==> config.mk <==
export PLATFORM = sky130hd
export DESIGN_NAME = rst_seq
export DESIGN_NICKNAME = d
export VERILOG_FILES = /design/src/rtl/rst_seq_pkg.sv /design/src/rtl/sync_ff.sv /design/src/rtl/rst_seq.sv
export SDC_FILE = /design/constraint.sdc
export NUM_CORES = 1
export LEC_CHECK = 0
export CAP_MARGIN = 20
export CORE_MARGIN = 10
export CORE_UTILIZATION = 50
export CTS_CLUSTER_DIAMETER = 150
export DETAILED_ROUTE_END_ITERATION = 10
export PLACE_DENSITY = 0.84
export SETUP_SLACK_MARGIN = 0.02
export SLEW_MARGIN = 10
export SYNTH_ARGS = -nofsm -noshare
export SYNTH_HDL_FRONTEND = slang
export SYNTH_HIERARCHICAL = 1
export SYNTH_SLANG_ARGS = --single-unit
==> constraint.sdc <==
create_clock -name clk -period 2.6 [get_ports clk]
set_clock_uncertainty 0.2 [all_clocks]
set_input_delay 0.78 -clock clk [delete_from_list [all_inputs] [get_ports clk]]
set_output_delay 0.78 -clock clk [all_outputs]
set_load 0.01 [all_outputs]
==> src/rtl/rst_seq_pkg.sv <==
// rst_seq_pkg: shared state encoding and constants for the reset sequencer
package rst_seq_pkg;
   typedef enum logic [1:0] {S_RESET, S_WAIT_LOCK, S_HOLD, S_RUN} state_e;
   localparam int LOCK_LOSS_W = 8;
endpackage

==> src/rtl/sync_ff.sv <==
// sync_ff: parameterized-depth single-bit synchronizer, resets to 0
module sync_ff #(
   parameter int DEPTH = 2
) (
   input  logic clk,
   input  logic rst,
   input  logic d_i,
   output logic q_o
);
   logic [DEPTH-1:0] chain_q;
   // shift the asynchronous input through DEPTH flops
   always_ff @(posedge clk) begin
      if (rst) chain_q <= '0;
      else chain_q <= {chain_q[DEPTH-2:0], d_i};
   end
   assign q_o = chain_q[DEPTH-1];
endmodule

==> src/rtl/rst_seq.sv <==
// rst_seq: lock-qualified reset sequencer; RST_SEQ_LOCK_LOSS_CNT_EN enables the lock-loss counter
module rst_seq
   import rst_seq_pkg::*;
#(
   parameter int SYNC_STAGES = 2,
   parameter int LOCK_STABLE = 16,
   parameter int HOLD_CYCLES = 1024
) (
   input  logic                   clk,
   input  logic                   rst,
   input  logic                   locked_i,
   output logic                   rst_o,
   output logic                   ready_o,
   output logic [LOCK_LOSS_W-1:0] lock_loss_o
);
   localparam int SW = (LOCK_STABLE > 1) ? $clog2(LOCK_STABLE) : 1;
   localparam int HW = (HOLD_CYCLES > 1) ? $clog2(HOLD_CYCLES) : 1;
   logic          locked_s;
   logic          lock_lost;
   state_e        state_q, state_d;
   logic [SW-1:0] stab_q, stab_d;
   logic [HW-1:0] hold_q, hold_d;
   logic          rst_q, ready_q;
   sync_ff #(.DEPTH(SYNC_STAGES)) u_sync (
      .clk (clk),
      .rst (rst),
      .d_i (locked_i),
      .q_o (locked_s)
   );
   assign lock_lost = !locked_s && (state_q == S_HOLD || state_q == S_RUN);
   // next state and counter updates; lock loss wins over hold completion
   always_comb begin
      state_d = state_q;
      stab_d  = stab_q;
      hold_d  = hold_q;
      case (state_q)
         S_RESET: begin
            state_d = S_WAIT_LOCK;
            stab_d  = '0;
            hold_d  = '0;
         end
         S_WAIT_LOCK: begin
            if (!locked_s) stab_d = '0;
            else if (stab_q == SW'(LOCK_STABLE - 1)) begin
               state_d = S_HOLD;
               hold_d  = '0;
            end else stab_d = stab_q + 1'b1;
         end
         S_HOLD: begin
            if (!locked_s) begin
               state_d = S_WAIT_LOCK;
               stab_d  = '0;
            end else if (hold_q == HW'(HOLD_CYCLES - 1)) state_d = S_RUN;
            else hold_d = hold_q + 1'b1;
         end
         S_RUN: begin
            if (!locked_s) begin
               state_d = S_WAIT_LOCK;
               stab_d  = '0;
            end
         end
         default: state_d = S_RESET;
      endcase
   end
   // state, counters and glitch-free outputs registered from next state
   always_ff @(posedge clk) begin
      if (rst) begin
         state_q <= S_RESET;
         stab_q  <= '0;
         hold_q  <= '0;
         rst_q   <= 1'b1;
         ready_q <= 1'b0;
      end else begin
         state_q <= state_d;
         stab_q  <= stab_d;
         hold_q  <= hold_d;
         rst_q   <= (state_d != S_RUN);
         ready_q <= (state_d == S_RUN);
      end
   end
   assign rst_o   = rst_q;
   assign ready_o = ready_q;
`ifdef RST_SEQ_LOCK_LOSS_CNT_EN
   logic [LOCK_LOSS_W-1:0] loss_q;
   // saturating count of lock losses out of hold or run
   always_ff @(posedge clk) begin
      if (rst) loss_q <= '0;
      else if (lock_lost && loss_q != '1) loss_q <= loss_q + 1'b1;
   end
   assign lock_loss_o = loss_q;
`else
   logic unused_lock_lost;
   assign unused_lock_lost = lock_lost;
   assign lock_loss_o = '0;
`endif
endmodule

---- Yosys cells after proc, flatten, opt, wreduce, memory -nomap -nowiden ----
Cells that the tools add are included.
storage, ports and cells
  register bits ........................... 20
  input bits .............................. 3
  output and inout port bits .............. 10
  word-level logic and storage cells ...... 41
cells by class
  add/subtract/negate cells ............... 2
  equal/unequal tests ..................... 13
  muxes and demuxes ....................... 15
  reduce and logical (&&, ||, !) cells .... 5
operators with widths
  kind                                                   number
  two-way mux 10 bit                                     4
  case mux 10 bit (3 select lines)                       1
  two-way mux 4 bit                                      3
  case mux 4 bit (3 select lines)                        1
  adder 10 x 1 -> 10 bit, second input constant          1
  == test 10 bit, second input constant                  1
  two-way mux 2 bit                                      5
  inequality test 2 bit, second input constant           4
  case mux 2 bit (4 select lines)                        1
  == test 2 bit, second input constant                   3
  AND reduction 5 bit                                    1
  adder 4 x 1 -> 4 bit, second input constant            1
  == test 4 bit, second input constant                   1
  inequality test 2 x 1 -> 1 bit, second input constant  2
  inequality test 3 bit, second input constant           1
  nonzero test 3 bit                                     1
  == test 2 x 1 -> 1 bit, second input constant          1
  zero test 2 bit                                        1
  AND reduction 2 bit                                    1
  OR reduction 2 bit                                     1

---- Depth between registers and ports, before layout ----
Gate-level depths: netlist of run 1.
  depth after elaboration ................. 5
  gate-level depth with buffers ........... 7
  mapped depth without buffers ............ 5

---- Cells and area by module ----
Netlist of run 1, hierarchy kept.
modules (own cells, without submodules)
  module   times used  cells an instance  area each (µm²)  sequential area each (µm²)
  rst_seq  1           109                989.7            360.3
  sync_ff  1           4                  52.6             40.0

---- Least setup slack after synthesis of run 1 ----
OpenSTA, ideal clock, no wires.
  path kind ............................... reg2reg
  start ................................... register hold_q[0]
  end ..................................... register hold_q[3]
  data arrival time ....................... 1628 ps
  required time ........................... 2330 ps
  slack ................................... 702 ps
  stages on the path, launching flop included .. 7
  period minus slack after synthesis ...... 1898 ps
  cells stage by stage .................... dfxtp_1 ha_1 and4_4 and4_4 buf_6 or4_1 a21oi_1
on the way
  cells in the longest elaborated chain, start to end .. 4
  elaborated cells on any way between the ends .. 7
RTL lines
  element                           line           text
  start, declared                   rst_seq.sv:22  logic [HW-1:0] hold_q, hold_d;
  start signal, assigned            rst_seq.sv:76  hold_q <= hold_d;
  adder 10 x 1 -> 10 bit            rst_seq.sv:54  else hold_d = hold_q + 1'b1;
  two-way mux 10 bit                rst_seq.sv:53  end else if (hold_q == HW'(HOLD_CYCLES - 1)) state_d = S_RUN;
  two-way mux 10 bit                rst_seq.sv:50  if (!locked_s) begin
  case mux 10 bit (3 select lines)  rst_seq.sv:36  case (state_q)
Several ways; a longest one is shown, not always the timed one. The select of a mux whose other input is x is not followed.
A chain may end at the register's enable or synchronous reset.

---- Worst setup path after layout of run 1 ----
  start ................................... register rst_q (netlist: rst_o)
  end ..................................... output rst_o
RTL lines
  element                 line           text
  start, declared         rst_seq.sv:23  logic rst_q, ready_q;
  start signal, assigned  rst_seq.sv:77  rst_q <= (state_d != S_RUN);
  end, declared           rst_seq.sv:12  output logic rst_o,
No word-level cell between the ends.

==> results of run 1 <==
-- sequential cells by signal, indices dropped and copies added (netlist names) --
signal,cells
hold_q,10
ready_o,1
rst_o,1
stab_q,4
state_q,2
u_sync/chain_q,2
-- cell usage in the layout (no fill, tap or decap), drive strengths merged, types with 4 or more instances in the layout --
cell / n
dfxtp: 20
a21oi: 11
conb: 8
nor2: 5
o31ai: 5
or4: 5
inv: 4
nand3: 4
nand4: 4
o21ai: 4
nand2: 4
clkdlybuf4s50: 4
-- report_power, final --
part           internal (W)  total (W)  switching, W
Combinational    0.00000929  0.0000292     0.0000199
Clock             0.0000542   0.000145     0.0000909
Sequential         0.000309   0.000312    0.00000317
Total              0.000372   0.000486      0.000114
-- routing by layer --
layer,up-vias,share of wire
li1,419,-
met1,391,0.44
met2,19,0.49
met3,4,0.042
met4,0,0.024
met5,-,0
-- layout make-up --
type / instances / area, um^2
fillers: 198 / 889.6
multi-input cells: 84 / 553.0
flip-flops and latches: 20 / 400.4
repair buffers: 5 / 47.55
well taps: 27 / 33.78
clock buffers: 3 / 22.52
inverters: 4 / 15.01
-- cells by family after synthesis --
| group | synth area share |
|---|---|
| other | 0.003598 |
| and+or+nand+nor | 0.2341 |
| AOI/OAI and AO/OA | 0.2245 |
| DFF | 0.3841 |
| buffers and inverters | 0.1104 |
| muxes | 0.01921 |
| adders and majority gates | 0.02401 |
-- stage by stage --
stage	utilization	cell area, um^2	worst slack, ns
after floorplan	-	1069	0.7018
after global placement	0.5351	1050	0.4440
after detailed placement	0.5351	1050	0.3709
after CTS	0.5466	1072	0.4170
after global routing	0.5466	1072	0.3377
final	0.5466	1072	0.4267
-- worst max-delay path by stage --
stage / slack (ns) / from / cells past startpoint / endpoint
final: 0.43 / rst_o$_SDFF_PP1_ / 1 / rst_o
after global routing: 0.34 / stab_q[0]$_SDFFE_PP0P_ / 5 / hold_q[9]$_SDFFE_PP0P_
after CTS: 0.42 / rst_o$_SDFF_PP1_ / 1 / rst_o
after detailed placement: 0.37 / rst / 5 / hold_q[7]$_SDFFE_PP0P_
after global placement: 0.44 / rst / 4 / rst_o$_SDFF_PP1_
after floorplan: 0.70 / hold_q[0]$_SDFFE_PP0P_ / 6 / hold_q[3]$_SDFFE_PP0P_
==> out/metrics.json, run 1 <==
{
  "run_status": "complete, no violations",
  "tightest_slew_ns": 0.6519,
  "synth_largest_area_cell": "dfxtp_1",
  "setup_slack_of_the_worst_register_to_register_path_ns": 0.49,
  "timing.critical_path.slowest_stage_cell": "clkdlybuf4s50_1",
  "drtPass1Iterations": 4,
  "seq_area_frac_synth": 0.3842,
  "clock_latency_ns": 0.31,
  "final_hold_viol_count": 0,
  "worstSetupPathType": "reg -> out",
  "synth_top_cells_by_area": "dfxtp_1 38%, buf_4 7.2%, a21oi_1 5.3%",
  "nNetsFinal": 123,
  "core_um2": 1962,
  "cp_data_required_time_ns": 1.62,
  "cts_max_path_buffers": 2,
  "route.detailed.vias_per_inst": 5.825,
  "global_route.peak_usage_layer": "met2",
  "floorplan.rows": 16,
  "min_period_ns": 2.173,
  "setup-violations-final": 0,
  "root_buffer": "clkbuf_4",
  "post_synth.cell_area_avg_um2": 9.223,
  "max_vdd_drop_mv": 0.3179,
  "antenna_found_initial": 0,
  "insertedDiodeCount": 0,
  "grt.met2_usage": 0.1522,
  "clk_pin_slew_worst_paths_ns": 0.11,
  "ioPinCount": 13,
  "met1_usage": 0.09126,
  "synthDistinctLibCells": 38,
  "crit_path_max_fanout": 1,
  "violation_count_after_the_first_detailed_routing_iteration": 26,
  "cts_tree": "done",
  "grt_pass1_vias": 802,
  "setup_repair_after_global_routing_missed_its_margin": "false",
  "fmax_mhz": 460.1,
  "worstSetupEndpointType": "primary output",
  "post_synth_inst_count": 113,
  "h-tree-depth": 1,
  "cp_cell_sequence": "clkdlybuf4s50_1",
  "critPathLaunchType": "flip-flop",
  "netlist_top_cells_count": "20 x dfxtp_1, 11 x a21oi_1, 10 x buf_4",
  "finalMaxSlewViolations": 0,
  "synth.most_common_cell": "dfxtp_1",
  "slowest_delay_ns": 0.54,
  "tns_setup_ns": 0,
  "finalHoldWorstSlack_ns": 0.2492,
  "cts.sinks": 20,
  "r2r.worst_path.cells": 5,
  "grt-ovfl-total": 0,
  "io_buffers": 4,
  "vias": 833,
  "power-per-cell-area_nw_per_um2": 453.5,
  "dpl.cell_count": 140,
  "synth.cell_area_um2": 1042,
  "cts.repair_timing.setup_buffer_count": 0,
  "power_w": 0.0004863,
  "ant_nets": 0,
  "die_x_um": 65.66,
  "worst_hold_path.num_cells": 1,
  "hold_path_startpoint": "u_sync/chain_q[0]$_SDFF_PP0_",
  "critical_path_arrival_ns": 1.19,
  "globalRouteTotalUtil": 0.09166,
  "final_layout_size_suffix_gt1_frac": 0.08621,
  "holdPathEnd": "u_sync/chain_q[1]$_SDFF_PP0_",
  "postCtsResizedCells": 0,
  "area_growth_pct": 2.881,
  "layout_worst_path_cycle_share": 0.8359,
  "initial_core_util": 0.5313,
  "grt_pass1_wl_mm": 3.201,
  "rr_endpoint": "hold_q[9]$_SDFFE_PP0P_",
  "grt_start_max_net_pins": 18,
  "cts-buffers-inserted": 3,
  "cts.hold.buffers_added": 0,
  "worstPathBufferInverterCount": 1,
  "synth.yosys.warnings": 6,
  "detail_route.wl_per_cell_um": 13.69,
  "power.leakage_nw": 0.3605,
  "dp_hpwl_mm": 1.455,
  "floorplan.die.height_um": 65.66,
  "timing.rr.start": "stab_q[0]$_SDFFE_PP0P_",
  "drv_cap": 0,
  "post_layout_nonfiller_instances": 143,
  "detail_route.drc_violations": 0,
  "finalWirelength_mm": 1.957,
  "gp_congestion": 0.8463,
  "worst_path_top_cell_family_by_delay": "buffers and inverters",
  "hold_path.class": "reg -> reg",
  "slew_headroom": 0.5654,
  "synth_enable_flop_cells": 0,
  "globalRouteMet3Util": 0.03051,
  "synth_top_cell_area_share": 0.3842,
  "ys.flop_type": "dfxtp_1",
  "flip_flop_and_latch_count_after_synthesis": 20,
  "dieArea_um2": 4311,
  "async_reset_ff_frac": 0
}
Note: power is estimated with default switching activity, not from simulation.
==> run 2: changes to the inputs <==
- CORE_UTILIZATION: 50 -> 48
- clock period: 2.6 -> 1.8 ns (I/O delays scaled with it)
==> out/metrics.json, run 2 (synthesis gave the netlist of run 1 again) <==
{
  "clock_latency": {"value": 0.29, "unit": "ns", "change": "was 0.31 ns"},
  "grt-ovfl-total": {"value": 0, "change": "unchanged"},
  "setup-violations-final": {"value": 3, "change": "was 0"},
  "grt_pass1_wl": {"value": 3.670, "unit": "mm", "change": "was 3.201 mm"},
  "h-tree-depth": {"value": 1, "change": "unchanged"},
  "cts_max_path_buffers": {"value": 2, "change": "unchanged"},
  "worstSetupEndpointType": {"value": "flip-flop", "change": "was primary output"},
  "failed_checks": "setup timing",
  "power-per-cell-area": {"value": 581.1, "unit": "nW/um^2", "change": "was 453.5 nW/um^2"},
  "route.detailed.vias_per_inst": {"value": 5.869, "change": "was 5.825"},
  "fmax_mhz": 544.7,
  "crit_path_max_fanout": {"value": 15, "change": "was 1"},
  "grt_start_max_net_pins": {"value": 18, "change": "unchanged"},
  "power": {"value": 0.0007103, "unit": "W", "change": "was 0.0004863 W"},
  "cts-buffers-inserted": {"value": 3, "change": "unchanged"},
  "hold_path.class": {"value": "reg -> reg", "change": "unchanged"},
  "critical_path_arrival": {"value": 1.87, "unit": "ns", "change": "was 1.19 ns"},
  "run_status": {"value": "finished with violations", "change": "was complete, no violations"},
  "final_hold_viol_count": {"value": 0, "change": "unchanged"},
  "finalMaxSlewViolations": {"value": 0, "change": "unchanged"},
  "clk_pin_slew_worst_paths": {"value": 0.11, "unit": "ns", "change": "about the same"},
  "worst_setup_path_endpoint": {"value": "hold_q[2]$_SDFFE_PP0P_", "change": "was rst_o"},
  "hold_path_startpoint": {"value": "u_sync/chain_q[0]$_SDFF_PP0_", "change": "unchanged"},
  "detail_route.drc_violations": {"value": 0, "change": "unchanged"},
  "initial_core_util": {"value": 0.5155, "change": "was 0.5313"},
  "setup_slack_of_the_worst_register_to_register_path": {"value": -0.04, "unit": "ns", "change": "was 0.49 ns"},
  "ant_nets": {"value": 0, "change": "unchanged"},
  "drv_cap": {"value": 0, "change": "unchanged"},
  "regMostFlops": {"value": "hold_q", "change": "unchanged"},
  "insertedDiodeCount": {"value": 0, "change": "unchanged"},
  "ioPinCount": {"value": 13, "change": "unchanged"},
  "drtPass1Iterations": {"value": 4, "change": "unchanged"},
  "core": {"value": 2022, "unit": "um^2", "change": "was 1962 um^2"},
  "max_vdd_drop": {"value": 0.4720, "unit": "mV", "change": "was 0.3179 mV"},
  "utilization": {"value": 0.6046, "change": "was 0.5466"},
  "vias": {"value": 898, "change": "was 833"},
  "final_common_cell": {"value": "dfxtp_1", "change": "unchanged"},
  "die_x": {"value": 66.60, "unit": "um", "change": "was 65.66 um"},
  "setup_repair_after_global_routing_missed_its_margin": {"value": "true", "change": "was false"},
  "power.leakage": {"value": 0.4166, "unit": "nW", "change": "was 0.3605 nW"},
  "grt_pass1_vias": {"value": 854, "change": "was 802"},
  "cts.sinks": {"value": 20, "change": "unchanged"},
  "nNetsFinal": {"value": 133, "change": "was 123"},
  "final_layout_size_suffix_gt1_frac": {"value": 0.2540, "change": "was 0.08621"},
  "antenna_found_initial": {"value": 0, "change": "unchanged"},
  "detail_route.wl_per_cell": {"value": 14.71, "unit": "um", "change": "was 13.69 um"},
  "gp_congestion": {"value": 0.8017, "change": "was 0.8463"},
  "globalRouteTotalUtil": {"value": 0.1031, "change": "was 0.09166"},
  "rr_endpoint": {"value": "hold_q[2]$_SDFFE_PP0P_", "change": "was hold_q[9]$_SDFFE_PP0P_"},
  "cts.hold.buffers_added": {"value": 0, "change": "unchanged"},
  "critPathLaunchType": {"value": "flip-flop", "change": "unchanged"},
  "area_growth": {"value": 17.29, "unit": "%", "change": "was 2.881%"},
  "root_buffer": {"value": "clkbuf_4", "change": "unchanged"},
  "cp_data_required_time": {"value": 1.83, "unit": "ns", "change": "was 1.62 ns"},
  "worstSetupPathType": {"value": "reg -> reg", "change": "was reg -> out"},
  "layout_worst_path_cycle_share": 1.020,
  "r2r.worst_path.cells": {"value": 6, "change": "was 5"},
  "min_period_ns": 1.836,
  "critical_path_launch_point": {"value": "stab_q[1]$_SDFFE_PP0P_", "change": "was rst_o$_SDFF_PP1_"},
  "floorplan.die.height": {"value": 66.60, "unit": "um", "change": "was 65.66 um"},
  "flip_flop_count_of_the_largest_register_all_copies_and_words_added": {"value": 10, "change": "unchanged"},
  "layout.cells.most_common_list": {"value": "16 x dfxtp_1, 10 x buf_4, 9 x a21oi_1, 8 x conb_1", "change": "was 20 x dfxtp_1, 11 x a21oi_1, 8 x conb_1"},
  "dp_hpwl": {"value": 1.665, "unit": "mm", "change": "was 1.455 mm"},
  "timing.rr.start": {"value": "stab_q[1]$_SDFFE_PP0P_", "change": "was stab_q[0]$_SDFFE_PP0P_"},
  "dieArea": {"value": 4435, "unit": "um^2", "change": "was 4311 um^2"},
  "finalWirelength": {"value": 2.250, "unit": "mm", "change": "was 1.957 mm"},
  "largestRegisters": {"value": "hold_q (10), stab_q (4)", "change": "unchanged"},
  "finalWorstSetupSlack": {"value": -0.03601, "unit": "ns", "change": "was 0.4267 ns"},
  "violation_count_after_the_first_detailed_routing_iteration": {"value": 29, "change": "was 26"},
  "cts_tree": {"value": "done", "change": "unchanged"},
  "io_buffers": {"value": 4, "change": "unchanged"},
  "floorplan.rows": {"value": 16, "change": "unchanged"}
}
==> run 2: cell count changes in the layout (fill, tap and decap cells not counted), sizes merged <==
cell	delta
buf	+10
clkdlybuf4s50	-2
dlygate4sd2	+2
==> run 2: power breakdown <==
group / switching [W] / internal, W
clock: 0.000125 / 0.0000779
sequential: 0.00000324 / 0.000446
combinational: 0.0000343 / 0.0000239
total: 0.000162 / 0.000548
==> run 2: worst min-delay path by stage <==
stage                                               to  depth (start not counted)
after floorplan           u_sync/chain_q[1]$_SDFF_PP0_                          1
after global placement    u_sync/chain_q[1]$_SDFF_PP0_                          1
after detailed placement  u_sync/chain_q[1]$_SDFF_PP0_                          1
after CTS                 u_sync/chain_q[1]$_SDFF_PP0_                          1
after global routing      u_sync/chain_q[1]$_SDFF_PP0_                          1
final                     u_sync/chain_q[1]$_SDFF_PP0_                          1
==> run 2: metal layers <==
layer	track usage	vias up	share of wire	wire, um
met5	0	-	0	0
met4	0.07330	0	0.042	94
met3	0.02508	10	0.075	168
met2	0.1635	42	0.48	1069
met1	0.1176	409	0.41	918
li1	-	437	-	-
==> run 2: cell type report <==
class	count	area, um^2
Clock buffer	3	22.52
Fill cell	178	799.5
Sequential cell	20	405.4
Inverter	4	15.01
Multi-Input combinational cell	84	613.1
Timing Repair Buffer	15	132.6
Tap cell	27	33.78
==> run 2: worst max-delay path, stage by stage (launching register included) <==
cell      delay, ns
dfxtp_2        0.36
ha_4           0.14
and3_4         0.20
a221oi_4       0.07
buf_12         0.16
or4_4          0.49
a21oi_2        0.16
==> run 2: repair_timing <==
item	4_1_cts	5_1_grt
pin swaps	8	0
setup endpoints to repair	8	7
hold endpoints to repair	0	0
buffers inserted	1	1
gates resized for setup	6	2
==> run 2: per-stage QoR <==
stage	instances	hold slack (ns)	TNS, ns	worst slack (ns)	cell area (um^2)
5_1_grt	153	0.2769	-0.4300	-0.09149	1222
3_5_place_dp	149	0.2285	-0.2413	-0.1056	1170
6_report	153	0.2615	-0.04694	-0.03601	1222
3_3_place_gp	149	0.2327	-0.003071	-0.003071	1170
4_1_cts	152	0.2626	-0.03977	-0.02941	1205
2_1_floorplan	120	0.2138	0	0.01122	1116
==> run 3: changes to the inputs <==
- MAX_ROUTING_LAYER: unset -> met4
==> out/metrics.json, run 3 (synthesis gave the netlist of run 1 again) <==
{
  "run_status": {"value": "finished with violations", "change": "unchanged"},
  "failed_checks": {"value": "setup timing", "change": "unchanged"},
  "h-tree-depth": {"value": 1, "change": "unchanged"},
  "drv_cap": {"value": 0, "change": "unchanged"},
  "clock_latency": {"value": 0.29, "unit": "ns", "change": "about the same"},
  "flip_flop_count_of_the_largest_register_all_copies_and_words_added": {"value": 10, "change": "unchanged"},
  "worstPathBufferInverterCount": {"value": 1, "change": "unchanged"},
  "r2r.worst_path.cells": {"value": 6, "change": "unchanged"},
  "max_vdd_drop": {"value": 0.4721, "unit": "mV", "change": "was 0.4720 mV"},
  "timing.critical_path.slowest_stage_cell": {"value": "or4_4", "change": "unchanged"},
  "ant_nets": {"value": 0, "change": "unchanged"},
  "initial_core_util": {"value": 0.5155, "change": "unchanged"},
  "cp_cell_sequence": {"value": "ha_4, and3_4, a221oi_4, buf_12, or4_4, a21oi_2", "change": "unchanged"},
  "finalWirelength": {"value": 2.253, "unit": "mm", "change": "was 2.250 mm"},
  "worst_hold_path.num_cells": {"value": 1, "change": "unchanged"},
  "seq_area": {"value": 405.4, "unit": "um^2", "change": "unchanged"},
  "power.leakage": {"value": 0.4166, "unit": "nW", "change": "unchanged"},
  "multiInputGateArea": {"value": 613.1, "unit": "um^2", "change": "unchanged"},
  "final_hold_viol_count": {"value": 0, "change": "unchanged"},
  "cts_max_path_buffers": {"value": 2, "change": "unchanged"},
  "final_layout_size_suffix_gt1_frac": {"value": 0.2540, "change": "unchanged"},
  "gp_congestion": {"value": 0.8132, "change": "was 0.8017"},
  "drt-met1-wl": {"value": 903, "unit": "um", "change": "was 918 um"},
  "cts.hold.buffers_added": {"value": 0, "change": "unchanged"},
  "floorplan.die.height": {"value": 66.60, "unit": "um", "change": "unchanged"},
  "critical_path_launch_point": {"value": "stab_q[1]$_SDFFE_PP0P_", "change": "unchanged"},
  "layout_worst_path_cycle_share": {"value": 1.020, "change": "about the same"},
  "detailroute.wirelength.met2": {"value": 1.070, "unit": "mm", "change": "was 1.069 mm"},
  "antenna_found_initial": {"value": 0, "change": "unchanged"},
  "dieArea": {"value": 4435, "unit": "um^2", "change": "unchanged"},
  "layout.cells.most_common_list": {"value": "16 x dfxtp_1, 10 x buf_4, 9 x a21oi_1, 8 x conb_1", "change": "unchanged"},
  "final_design_area_no_fill": {"value": 1222, "unit": "um^2", "change": "unchanged"},
  "violation_count_after_the_first_detailed_routing_iteration": {"value": 29, "change": "unchanged"},
  "rr_endpoint": {"value": "hold_q[2]$_SDFFE_PP0P_", "change": "unchanged"},
  "dpl.cell_count": {"value": 149, "change": "unchanged"},
  "utilization": {"value": 0.6046, "change": "unchanged"},
  "root_buffer": {"value": "clkbuf_4", "change": "unchanged"},
  "regMostFlops": {"value": "hold_q", "change": "unchanged"},
  "detailroute.wirelength.met3": {"value": 183, "unit": "um", "change": "was 168 um"},
  "insertedDiodeCount": {"value": 0, "change": "unchanged"},
  "min_period": {"value": 1.836, "unit": "ns", "change": "about the same"},
  "clk_pin_slew_worst_paths": {"value": 0.11, "unit": "ns", "change": "about the same"},
  "setup_slack_after_placement": {"value": -0.1056, "unit": "ns", "change": "unchanged"},
  "setup-violations-final": {"value": 3, "change": "unchanged"},
  "power": {"value": 0.0007100, "unit": "W", "change": "was 0.0007103 W"},
  "dp_hpwl": {"value": 1.665, "unit": "mm", "change": "unchanged"},
  "core": {"value": 2022, "unit": "um^2", "change": "unchanged"},
  "holdPathEnd": {"value": "u_sync/chain_q[1]$_SDFF_PP0_", "change": "unchanged"},
  "crit_path_max_fanout": {"value": 15, "change": "unchanged"},
  "area_growth": {"value": 17.29, "unit": "%", "change": "unchanged"},
  "nNetsFinal": {"value": 133, "change": "unchanged"},
  "io_buffers": {"value": 4, "change": "unchanged"},
  "post_layout_nonfiller_instances": {"value": 153, "change": "unchanged"},
  "floorplan.rows": {"value": 16, "change": "unchanged"},
  "finalWorstSetupSlack": {"value": -0.03632, "unit": "ns", "change": "was -0.03601 ns"},
  "grt_pass1_wl": {"value": 3.677, "unit": "mm", "change": "was 3.670 mm"},
  "grt_pass1_vias": {"value": 854, "change": "unchanged"},
  "route.detailed.vias_per_inst": {"value": 5.856, "change": "was 5.869"},
  "setup_slack_of_the_worst_register_to_register_path": {"value": -0.04, "unit": "ns", "change": "about the same"},
  "hold_path.class": {"value": "reg -> reg", "change": "unchanged"},
  "fmax": {"value": 544.6, "unit": "MHz", "change": "was 544.7 MHz"},
  "grt-ovfl-total": {"value": 0, "change": "unchanged"},
  "highest_layer": {"value": "met4", "change": "unchanged"},
  "final_common_cell": {"value": "dfxtp_1", "change": "unchanged"},
  "n_fill_cell": {"value": 178, "change": "unchanged"},
  "worst-path-stages": {"value": 6, "change": "unchanged"},
  "cp_data_required_time": {"value": 1.83, "unit": "ns", "change": "about the same"},
  "drtPass1Iterations": {"value": 4, "change": "unchanged"},
  "critPathLaunchType": {"value": "flip-flop", "change": "unchanged"},
  "critical_path_arrival": {"value": 1.87, "unit": "ns", "change": "about the same"},
  "setup_repair_after_global_routing_missed_its_margin": {"value": "true", "change": "unchanged"},
  "largestRegisters": {"value": "hold_q (10), stab_q (4)", "change": "unchanged"},
  "vias": {"value": 896, "change": "was 898"},
  "die_x": {"value": 66.60, "unit": "um", "change": "unchanged"},
  "dpl-instance-area": {"value": 1170, "unit": "um^2", "change": "unchanged"},
  "power-per-cell-area": {"value": 580.8, "unit": "nW/um^2", "change": "was 581.1 nW/um^2"},
  "cts.sinks": {"value": 20, "change": "unchanged"},
  "cts_tree": {"value": "done", "change": "unchanged"},
  "ioPinCount": {"value": 13, "change": "unchanged"},
  "worstSetupPathType": {"value": "reg -> reg", "change": "unchanged"},
  "detail_route.wl_per_cell": {"value": 14.73, "unit": "um", "change": "was 14.71 um"},
  "slowest_delay": {"value": 0.49, "unit": "ns", "change": "about the same"},
  "grt_start_max_net_pins": {"value": 18, "change": "unchanged"},
  "worst_path_top_cell_family_by_delay": {"value": "simple AND/OR/NAND/NOR gates", "change": "unchanged"},
  "worstSetupEndpointType": {"value": "flip-flop", "change": "unchanged"},
  "hold_path_startpoint": {"value": "u_sync/chain_q[0]$_SDFF_PP0_", "change": "unchanged"},
  "finalMaxSlewViolations": {"value": 0, "change": "unchanged"},
  "detail_route.drc_violations": {"value": 0, "change": "unchanged"},
  "cts-buffers-inserted": {"value": 3, "change": "unchanged"},
  "timing.rr.start": {"value": "stab_q[1]$_SDFFE_PP0P_", "change": "unchanged"},
  "globalRouteTotalUtil": {"value": 0.1060, "change": "was 0.1031"}
}
run 3: cell counts in the layout (fill, tap and decap cells not counted):
No cell type changed its count.
run 3: final cells by class:
type	instances	share of cell area
multi-input combinational	84	0.5015
sequential	20	0.3316
clock buffer	3	0.01842
timing repair buffer	15	0.1085
tap	27	0.02764
inverter	4	0.01228
run 3: worst max-delay path by stage:
stage	endpoint	slack [ns]
final	hold_q[2]$_SDFFE_PP0P_	-0.04
after global placement	hold_q[7]$_SDFFE_PP0P_	-0.003
after floorplan	hold_q[8]$_SDFFE_PP0P_	0.01
after global routing	hold_q[2]$_SDFFE_PP0P_	-0.09
after detailed placement	hold_q[7]$_SDFFE_PP0P_	-0.11
after CTS	hold_q[5]$_SDFFE_PP0P_	-0.03
run 3: report_power, final:
part	leakage, nW	total [W]	switching (W)	internal, W
logic	0.239	0.0000582	0.0000343	0.0000239
registers	0.163	0.000449	0.00000321	0.000446
clock network	0.0138	0.000202	0.000125	0.0000778
run 3: what timing repair did:
item,CTS,global route
gates resized for setup,6,2
gates cloned,0,0
setup endpoints to repair,8,7
setup buffers,1,1
pin swaps,8,0
run 3: metal layers:
| layer | GRT usage | vias up |
|---|---|---|
| met5 | - | - |
| met2 | 0.1635 | 50 |
| met1 | 0.1176 | 399 |
| li1 | - | 437 |
| met4 | 0.07330 | 0 |
| met3 | 0.02508 | 10 |
run 3: per-stage QoR:
step                       TNS (ns)  hold slack, ns
after floorplan                   0          0.2138
after global placement    -0.003071          0.2327
after detailed placement    -0.2413          0.2285
after CTS                  -0.03977          0.2626
after global routing        -0.4300          0.2769
final                      -0.04865          0.2615
